**src/rtl/mod_arith_seq.sv**
```systemverilog
// mod_arith_seq: handshaked sequential arithmetic engine (ADD, MULT, CAT, MAC).
// A shift-add multiplier retires one bit of b per cycle. A persistent accumulator
// with a sticky overflow flag backs MAC.
// Optional build macro MOD_ARITH_SIGNED_OPS_EN selects two's-complement ADD/MULT/MAC.
module mod_arith_seq #(
  parameter int unsigned WIDTH     = 10,
  parameter int unsigned ACC_WIDTH = 2 * WIDTH + 4
) (
  input  logic                 clk,
  input  logic                 rst,
  input  logic                 in_valid,
  output logic                 in_ready,
  input  logic [1:0]           op,
  input  logic [WIDTH-1:0]     a,
  input  logic [WIDTH-1:0]     b,
  input  logic                 acc_clr,
  output logic                 out_valid,
  input  logic                 out_ready,
  output logic [ACC_WIDTH-1:0] result,
  output logic                 busy,
  output logic                 overflow
);

  localparam int unsigned PW = 2 * WIDTH;
  localparam int unsigned CW = $clog2(WIDTH);

  typedef enum logic [2:0] {StIdle, StExec, StMul, StAcc, StResp} state_e;
  typedef enum logic [1:0] {OpAdd = 2'd0, OpMult = 2'd1, OpCat = 2'd2, OpMac = 2'd3} op_e;

  state_e               state_q;
  op_e                  op_q;
  logic [WIDTH-1:0]     a_q, b_q;
  logic [PW-1:0]        mcand_q;
  logic [WIDTH-1:0]     mplier_q;
  logic [PW-1:0]        prod_q;
  logic [CW-1:0]        cnt_q;
  logic                 neg_q;
  logic [ACC_WIDTH-1:0] acc_q;

  logic [WIDTH-1:0]     a_mag, b_mag;
  logic                 neg_d;
  logic [PW-1:0]        prod_nx;
  logic [ACC_WIDTH-1:0] mul_res, addend, exec_res;
  logic [ACC_WIDTH:0]   acc_sum;
  logic                 acc_ovf;

  // Applies the deferred sign to a magnitude product and widens it to ACC_WIDTH.
  function automatic logic [ACC_WIDTH-1:0] finish(input logic [PW-1:0] p, input logic neg);
    logic [ACC_WIDTH-1:0] ext;
    ext = ACC_WIDTH'(p);
    if (neg) ext = -ext;
    return ext;
  endfunction

  // Operand magnitudes, product step, EXEC result and accumulator add.
  always_comb begin
`ifdef MOD_ARITH_SIGNED_OPS_EN
    a_mag    = a[WIDTH-1] ? -a : a;
    b_mag    = b[WIDTH-1] ? -b : b;
    neg_d    = a[WIDTH-1] ^ b[WIDTH-1];
    exec_res = (op_q == OpAdd) ? ACC_WIDTH'($signed(a_q)) + ACC_WIDTH'($signed(b_q))
                               : ACC_WIDTH'({a_q, b_q});
`else
    a_mag    = a;
    b_mag    = b;
    neg_d    = 1'b0;
    exec_res = (op_q == OpAdd) ? ACC_WIDTH'(a_q) + ACC_WIDTH'(b_q)
                               : ACC_WIDTH'({a_q, b_q});
`endif
    prod_nx = prod_q + (mplier_q[0] ? mcand_q : '0);
    mul_res = finish(prod_nx, neg_q);
    addend  = finish(prod_q, neg_q);
    acc_sum = {1'b0, acc_q} + {1'b0, addend};
`ifdef MOD_ARITH_SIGNED_OPS_EN
    // Signed overflow: carry into the MSB differs from carry out of it.
    acc_ovf = acc_sum[ACC_WIDTH] ^ acc_sum[ACC_WIDTH-1] ^ acc_q[ACC_WIDTH-1]
              ^ addend[ACC_WIDTH-1];
`else
    acc_ovf = acc_sum[ACC_WIDTH];
`endif
  end

  // Command FSM with registered handshake outputs, multiplier datapath and accumulator.
  always_ff @(posedge clk) begin
    if (rst) begin
      state_q   <= StIdle;
      op_q      <= OpAdd;
      a_q       <= '0;
      b_q       <= '0;
      mcand_q   <= '0;
      mplier_q  <= '0;
      prod_q    <= '0;
      cnt_q     <= '0;
      neg_q     <= 1'b0;
      acc_q     <= '0;
      in_ready  <= 1'b1;
      out_valid <= 1'b0;
      result    <= '0;
      busy      <= 1'b0;
      overflow  <= 1'b0;
    end else begin
      unique case (state_q)
        StIdle: begin
          if (in_valid) begin
            op_q     <= op_e'(op);
            a_q      <= a;
            b_q      <= b;
            mcand_q  <= PW'(a_mag);
            mplier_q <= b_mag;
            prod_q   <= '0;
            cnt_q    <= '0;
            neg_q    <= neg_d;
            in_ready <= 1'b0;
            busy     <= 1'b1;
            // Clear precedes any MAC add of this same command.
            if (acc_clr) begin
              acc_q    <= '0;
              overflow <= 1'b0;
            end
            state_q <= (op_e'(op) == OpAdd || op_e'(op) == OpCat) ? StExec : StMul;
          end
        end
        StExec: begin
          result    <= exec_res;
          out_valid <= 1'b1;
          state_q   <= StResp;
        end
        StMul: begin
          prod_q   <= prod_nx;
          mcand_q  <= mcand_q << 1;
          mplier_q <= mplier_q >> 1;
          cnt_q    <= cnt_q + 1'b1;
          if (cnt_q == CW'(WIDTH - 1)) begin
            if (op_q == OpMac) begin
              state_q <= StAcc;
            end else begin
              result    <= mul_res;
              out_valid <= 1'b1;
              state_q   <= StResp;
            end
          end
        end
        StAcc: begin
          acc_q     <= acc_sum[ACC_WIDTH-1:0];
          result    <= acc_sum[ACC_WIDTH-1:0];
          overflow  <= overflow | acc_ovf;
          out_valid <= 1'b1;
          state_q   <= StResp;
        end
        StResp: begin
          if (out_ready) begin
            out_valid <= 1'b0;
            in_ready  <= 1'b1;
            busy      <= 1'b0;
            state_q   <= StIdle;
          end
        end
        default: state_q <= StIdle;
      endcase
    end
  end

endmodule
```
**config.mk**
```make
export PLATFORM = sky130hd
export DESIGN_NAME = mod_arith_seq
export DESIGN_NICKNAME = d
export VERILOG_FILES = /design/src/rtl/mod_arith_seq.sv
export SDC_FILE = /design/constraint.sdc
export NUM_CORES = 1
export LEC_CHECK = 0
export ABC_CLOCK_PERIOD_IN_PS = 2700
export CAP_MARGIN = 20
export CORE_MARGIN = 2
export CORE_UTILIZATION = 24
export DETAILED_ROUTE_END_ITERATION = 16
export GPL_TIMING_DRIVEN = 0
export PLACE_DENSITY = 0.5
export SETUP_SLACK_MARGIN = 0.05
export SLEW_MARGIN = 20
export SYNTH_ARGS = -nofsm -noshare
export SYNTH_HDL_FRONTEND = slang
export SYNTH_SLANG_ARGS = --single-unit
```
**constraint.sdc**
```tcl
create_clock -name clk -period 2.7 [get_ports clk]
set_input_delay 0.54 -clock clk [delete_from_list [all_inputs] [get_ports clk]]
set_output_delay 0.54 -clock clk [all_outputs]
set_load 0.03 [all_outputs]
```
==> impl_results.md, run 1 <==
* Status: complete, but fails checks
* Failing checks: negative setup slack
* Crit-path max FO at 3
* Final WL at 26.3 mm
* Type of the worst setup path: reg -> reg
* Vias at 7,170
* Power share of the combinational group at 14.8%
* Area leader, netlist: dfxtp_1
* Switching Share at 30.0%
* Sequential power share at 41.0%
* CP max-delay cell: dfxtp_4
* WL/cell at 18.3 um
* I/O pin count at 55
* Power, Total at 0.00512 W
* Avg Inst Size Synth at 7.84 um2
* Clock Tree Root: clkbuf_16
* Crit path DAT at 3000 ps
* CTS clk-pin slew, worst paths at 70 ps
* CTS tree: done
* Rows at 64
* Max-cap viol count at 0
* P per Cell Area at 530 nW/um2
* Slew margin rel. at 42.0%
* Clock network power share at 44.2%
* Layout Nets at 1,113
* Final Hold Viols at 0
* RSZ-0062 raised after global routing: yes
* Worst EP required at 2980 ps
* Post-Synthesis Cells at 940
* Mux cell area share after synthesis at 0.950%
* Initial antenna violation count at 0
* FF+latch count, synth at 131
* Simple-gate share of the synthesized area at 23.1%
* Area added between synthesis and finish at 31.0%
* Worst hold path type: reg -> reg
* LEAKAGE at 3.68 nW
* Commonest non-fill, non-tap cell in the layout: nand2_1
* Post-synth ARST share at 0%
* Dominant cells by area after synthesis: dfxtp_1, nand2_1, ha_1
* Seq/Total Area, Yosys at 35.6%
* CTS hold repair buffers at 0
* Vias in the first global route at 6,832
* Clock Path Buffers at 2
* Max Transition Viols Final at 0
* Global-route wire length before repair at 39.8 mm
* Complex-gate fraction of the synthesized area at 23.1%
* # DRC at 0
* Delay-heaviest family, CP: compound AO/OA/AOI/OAI gates
* FMAX at 367 MHz
* Die Ht at 179 um
* Initial drt markers at 376
* Synth unique cells at 59
* Clk_lat worst skew at 430 ps
* DP Worst Slack at -610 ps
* Post-route minimum period at 2720 ps
* Via/cell ratio at 4.98
* Xor/xnor cell area share of the yosys netlist at 4.28%
* Adder-cell share of the synthesized area at 9.47%
* Gr ovfl total at 0
* Buf+Inv Stages, Crit Path at 2
* Yosys Warn Count at 0
* Initial Util at 24.2%
* Cells along the critical path: buf_8, and2_4, ha_4, inv_2, fa_2, nand2b_4, a21oi_4, o211ai_1, a31oi_2, xor2_2, a221o_1, o21ai_1, o21ai_1
* Routed Antenna Nets at 0
* Most frequent cell on the critical path: o21ai_1
* Synth top area share at 35.6%
* Largest net degree at the start of global routing at 17
* Die Outline Area at 32,100 um2
* Worst slew pin tran at 870 ps
* Largest family of logic cells by synthesized area: compound AO/OA/AOI/OAI gates
* IO buf count at 54
* CTS H-tree lvls at 4
* Int Pwr at 0.00358 W
* Main synth FF type: dfxtp_1
* Layout cell share with drive strength beyond 1 at 15.7%
* Mapped Nets at 1,021
* CP max stage delay at 370 ps
* Die W at 179 um
* Total core area at 30,400 um2
* CTS Buf Count at 17
* Final setup margin at -21.9 ps
* Clock Skew at 14.3 ps
* Gr usage total at 16.5%
* Commonest non-fill, non-tap cells in the layout: nand2_1, dfxtp_1, a21oi_1, nor2_1, clkdlybuf4s50_1
* GP Congestion at 0.941
* # diodes at 0
* Synth Cell Area at 7370 um2
* CP startpoint kind: flop
* DR pass1 iterations at 5
* Post-DP HPWL at 19.5 mm
* CTS Sinks at 131
* Final cycle utilization of the critical path at 101%
* Post-synth EDFFs at 0
* # setup viols final at 1
* Worst vdd ir at 0.386 mV
* NetSw at 0.00154 W
* Worst setup EP type: flop
[path summary, 6_finish.rpt]
kind | startpoint | to | slack (ps) | cells after the start
worst min register to register | result[21] | result[21] | 440 | 2
worst max register to register | mplier_q[0] | result[12] | -20 | 13
worst min-delay path | result[21] | result[21] | 440 | 2
worst max-delay path | mplier_q[0] | result[12] | -20 | 13
[metrics by stage]
step	TNS, ps	hold WS (ps)	utilization, %	instance area (um2)	cells
after detailed placement	-11180	438	27.6	8410	1390
after CTS	-17.9	446	30.8	9380	1434
after global placement	-10140	434	27.6	8410	1390
final	-21.9	442	31.7	9660	1441
after global routing	-480	452	31.7	9660	1441
after floorplan	0	427	-	7380	940
[kinds of logic (layout without fill, tap and decap cells)]
group           count (synthesis)  in the layout
simple gates                  379            379
flops                         131            131
fa+ha+maj                      54             54
mux                             7              7
compound gates                265            265
xor+xnor                       36             36
buf+inv                        68            173
[final cells by class]
class	instances	area (um2)
Clock buffer	19	443
Buffer	46	208
Sequential cell	131	2640
Inverter	20	75.1
Clock inverter	13	126
Timing Repair Buffer	75	698
Fill cell	3262	20800
Multi-Input combinational cell	741	4970
Tap cell	396	495
[layer usage]
metal | share of wire (%) | vias to the layer above | track usage [%]
met3 | 4.3 | 23 | 2.50
met2 | 46 | 179 | 27.0
met4 | 1.6 | 0 | 4.81
li1 | - | 3524 | -
met1 | 48 | 3444 | 22.5
met5 | 0 | - | 0
[sequential cells by signal (all words and copies together), names as in the netlist]
register and count:
overflow 1, a_q 10, out_valid 1, in_ready 1
b_q 10, busy 1, state_q 3, mcand_q 20
acc_q 24, mplier_q 10, cnt_q 4, prod_q 20
op_q 2, result 24
[timing repair]
item                                    in CTS  in global routing
buffers inserted                            12                  9
resized for setup                           68                 62
endpoints found under the setup margin      67                 46
pin swaps                                   21                 28
gates cloned                                 0                  0
[synth_stat cells, types with 2 or more instances]
cell       instances
nor3_1            15
nand4_1            6
a31oi_1           30
ha_1              51
o2111ai_1          3
nand2_1          186
xnor2_1           27
o21bai_1           9
nor2b_1           10
a221oi_1           5
and2_1            24
xor2_1             9
a41oi_1            5
o211ai_1           8
a32oi_1            2
or2_2              7
a211oi_1          13
or3_1              7
mux2i_1            7
a221o_1            2
a311oi_1           3
a22o_1             3
o31ai_1            3
and3_1             6
nor2_1            67
a21o_1            15
dfxtp_1          131
a22oi_1            4
nand3_1           32
buf_2              3
nand2b_1           8
inv_1             20
o211a_1            3
o21ai_0           25
clkbuf_1          44
o21a_1             6
nand3b_1           4
a21boi_0           2
a311o_1            2
fa_1               3
a21oi_1          112
[worst register-to-register path, stage by stage, from the launching register on]
cell and delay [ps]:
dfxtp_4 370, buf_8 100, and2_4 150, ha_4 130
inv_2 40, fa_2 340, nand2b_4 170, a21oi_4 180
o211ai_1 170, a31oi_2 270, xor2_2 140, a221o_1 360
o21ai_1 80, o21ai_1 70
[power by group through the flow]
stage               Combinational (W)  Clock [W]  Sequential [W]
detailed placement           0.000726          0         0.00214
CTS                          0.000749    0.00230         0.00210
global placement             0.000724          0         0.00214
finish                       0.000757    0.00226         0.00210
floorplan                    0.000371          0         0.00217
global route                 0.000813    0.00240         0.00211
Note: power is estimated with default switching activity, not from simulation.
==> run 2, diff against run 1 <==
--- a/config.mk
+++ b/config.mk
@@ -9,6 +9,7 @@
 export CAP_MARGIN = 20
 export CORE_MARGIN = 2
 export CORE_UTILIZATION = 24
+export CTS_BUF_LIST = sky130_fd_sc_hd__clkbuf_8
 export DETAILED_ROUTE_END_ITERATION = 16
 export GPL_TIMING_DRIVEN = 0
 export PLACE_DENSITY = 0.5
==> impl_results.md, run 2 (synthesis gave the netlist of run 1 again) <==
* CP startpoint: mplier_q[0] (unchanged)
* FMAX at 362 MHz (was 367 MHz)
* Initial Util at 24.2% (unchanged)
* Gr ovfl total at 0 (unchanged)
* Biggest regs: acc_q (24), result (24) (unchanged)
* CTS H-tree lvls at 4 (unchanged)
* Gr usage total at 16.3% (was 16.5%)
* CTS Sinks at 131 (unchanged)
* Largest net degree at the start of global routing at 17 (unchanged)
* # DRC at 0 (unchanged)
* CTS Buf Count at 17 (unchanged)
* # setup viols final at 1 (unchanged)
* Rows at 64 (unchanged)
* Type of the worst setup path: reg -> reg (unchanged)
* Total core area at 30,400 um2 (unchanged)
* Post-DP HPWL at 19.5 mm (unchanged)
* FILL cells at 3,300 (was 3,262)
* Commonest non-fill, non-tap cells in the layout: nand2_1, dfxtp_1, a21oi_1, nor2_1, clkdlybuf4s50_1 (unchanged)
* Reg2Reg Launch Point: mplier_q[0] (unchanged)
* Core Util, Final at 31.0% (was 31.7%)
* Vias at 7,156 (was 7,170)
* Clock Tree Root: clkbuf_8 (was clkbuf_16)
* Clk_lat worst skew at 460 ps (was 430 ps)
* Initial drt markers at 421 (was 376)
* R2R Setup Slk at -60 ps (was -20 ps)
* Layout cell share with drive strength beyond 1 at 14.9% (was 15.7%)
* CTS clk-pin slew, worst paths at 90 ps (was 70 ps)
* Clock Skew at 18.0 ps (was 14.3 ps)
* DP Worst Slack at -610 ps (unchanged)
* Final cycle utilization of the critical path at 102% (was 101%)
* Via/cell ratio at 4.97 (was 4.98)
* Failing checks: negative setup slack (unchanged)
* Final Hold Viols at 0 (unchanged)
* Max Transition Viols Final at 0 (unchanged)
* Worst r2r path cells at 13 (unchanged)
* Final hold slack at 445 ps (was 442 ps)
* Initial antenna violation count at 0 (unchanged)
* Slew margin rel. at 39.3% (was 42.0%)
* P per Cell Area at 477 nW/um2 (was 530 nW/um2)
* CP startpoint kind: flop (unchanged)
* Status: complete, but fails checks (unchanged)
* Die W at 179 um (unchanged)
* Final WL at 26.2 mm (was 26.3 mm)
* Clock Path Buffers at 2 (unchanged)
* I/O pin count at 55 (unchanged)
* Routed Antenna Nets at 0 (unchanged)
* LEAKAGE at 3.62 nW (was 3.68 nW)
* Worst slew pin tran at 911 ps (was 870 ps)
* IO buf count at 54 (unchanged)
* Layout Nets at 1,112 (was 1,113)
* Crit path DAT at 3070 ps (was 3000 ps)
* RSZ-0062 raised after global routing: yes (unchanged)
* Global-route wire length before repair at 39.5 mm (was 39.8 mm)
* Crit-path max FO at 3 (unchanged)
* Die Outline Area at 32,100 um2 (unchanged)
* Area added between synthesis and finish at 28.0% (was 31.0%)
* CTS tree: done (unchanged)
* Setup_tns at -64.7 ps (was -21.9 ps)
* Crit path capture: result[12] (unchanged)
* Vias in the first global route at 6,832 (unchanged)
* WL/cell at 18.2 um (was 18.3 um)
* # diodes at 0 (unchanged)
* Final setup margin at -64.7 ps (was -21.9 ps)
* DR pass1 iterations at 4 (was 5)
* Commonest non-fill, non-tap cell in the layout: nand2_1 (unchanged)
* Die Ht at 179 um (unchanged)
* GP Congestion at 0.941 (unchanged)
* Worst EP required at 3010 ps (was 2980 ps)
* Worst setup EP type: flop (unchanged)
* Worst hold path type: reg -> reg (unchanged)
* Capture point of the worst reg-to-reg path: result[12] (unchanged)
* Worst vdd ir at 0.260 mV (was 0.386 mV)
* Post-route minimum period at 2760 ps (was 2720 ps)
* Max-cap viol count at 0 (unchanged)
==> run 2: worst max-delay path, cell delays in order, from the launching register on <==
cell	delay (ps)
dfxtp_4	380
buf_8	110
and2_4	150
ha_4	130
inv_2	40
fa_2	340
nand2b_4	170
a21oi_4	180
o211ai_1	170
a31oi_2	280
xor2_2	150
a221o_1	350
o21ai_1	80
o21ai_1	80
==> run 2: repair_timing <==
| item | CTS | global route |
|---|---|---|
| resized for setup | 61 | 60 |
| hold buffers | 0 | 0 |
| buffers inserted | 11 | 9 |
| pin swaps | 16 | 25 |
| gates cloned | 0 | 0 |
| setup endpoints to repair | 68 | 47 |
| hold endpoints to repair | 0 | 0 |
==> run 2: how the worst min path moves through the flow <==
stage                       to  cells after the start  slack (ps)  startpoint
floorplan            acc_q[12]                      2         430   acc_q[12]
global placement    result[21]                      2         430  result[21]
detailed placement  result[23]                      2         440  result[23]
CTS                 result[21]                      2         450  result[21]
global route        result[23]                      2         460  result[23]
finish              result[21]                      2         450  result[21]
==> run 2: per-layer routing <==
metal,share of wire [%],global-route usage [%],vias to the layer above
met4,1.7,3.83,0
met3,4.4,2.71,30
met5,0,0,-
li1,-,-,3523
met1,48,22.3,3412
met2,46,26.8,191
==> run 2: per-stage QoR <==
stage	area [um2]	power [W]	instances
final	9440	0.00450	1440
after global routing	9440	0.00469	1440
after CTS	9150	0.00452	1433
after detailed placement	8410	0.00286	1390
after global placement	8410	0.00286	1390
after floorplan	7380	0.00254	940
==> run 2: where the power goes <==
group / total, W / switching [W] / internal, W
clock network: 0.00164 / 0.000881 / 0.000763
registers: 0.00209 / 0.0000777 / 0.00202
logic: 0.000758 / 0.000501 / 0.000258
total: 0.00450 / 0.00146 / 0.00304
==> run 2: cell type report <==
cell class / count / area (um2) / area share [%]
flip-flops and latches: 131 / 2640 / 28.0
multi-input cells: 741 / 4940 / 52.4
inverters: 20 / 75.1 / 0.796
clock inverters: 14 / 130 / 1.38
plain buffers: 46 / 210 / 2.23
repair buffers: 74 / 694 / 7.36
well taps: 396 / 495 / 5.25
clock buffers: 18 / 248 / 2.63
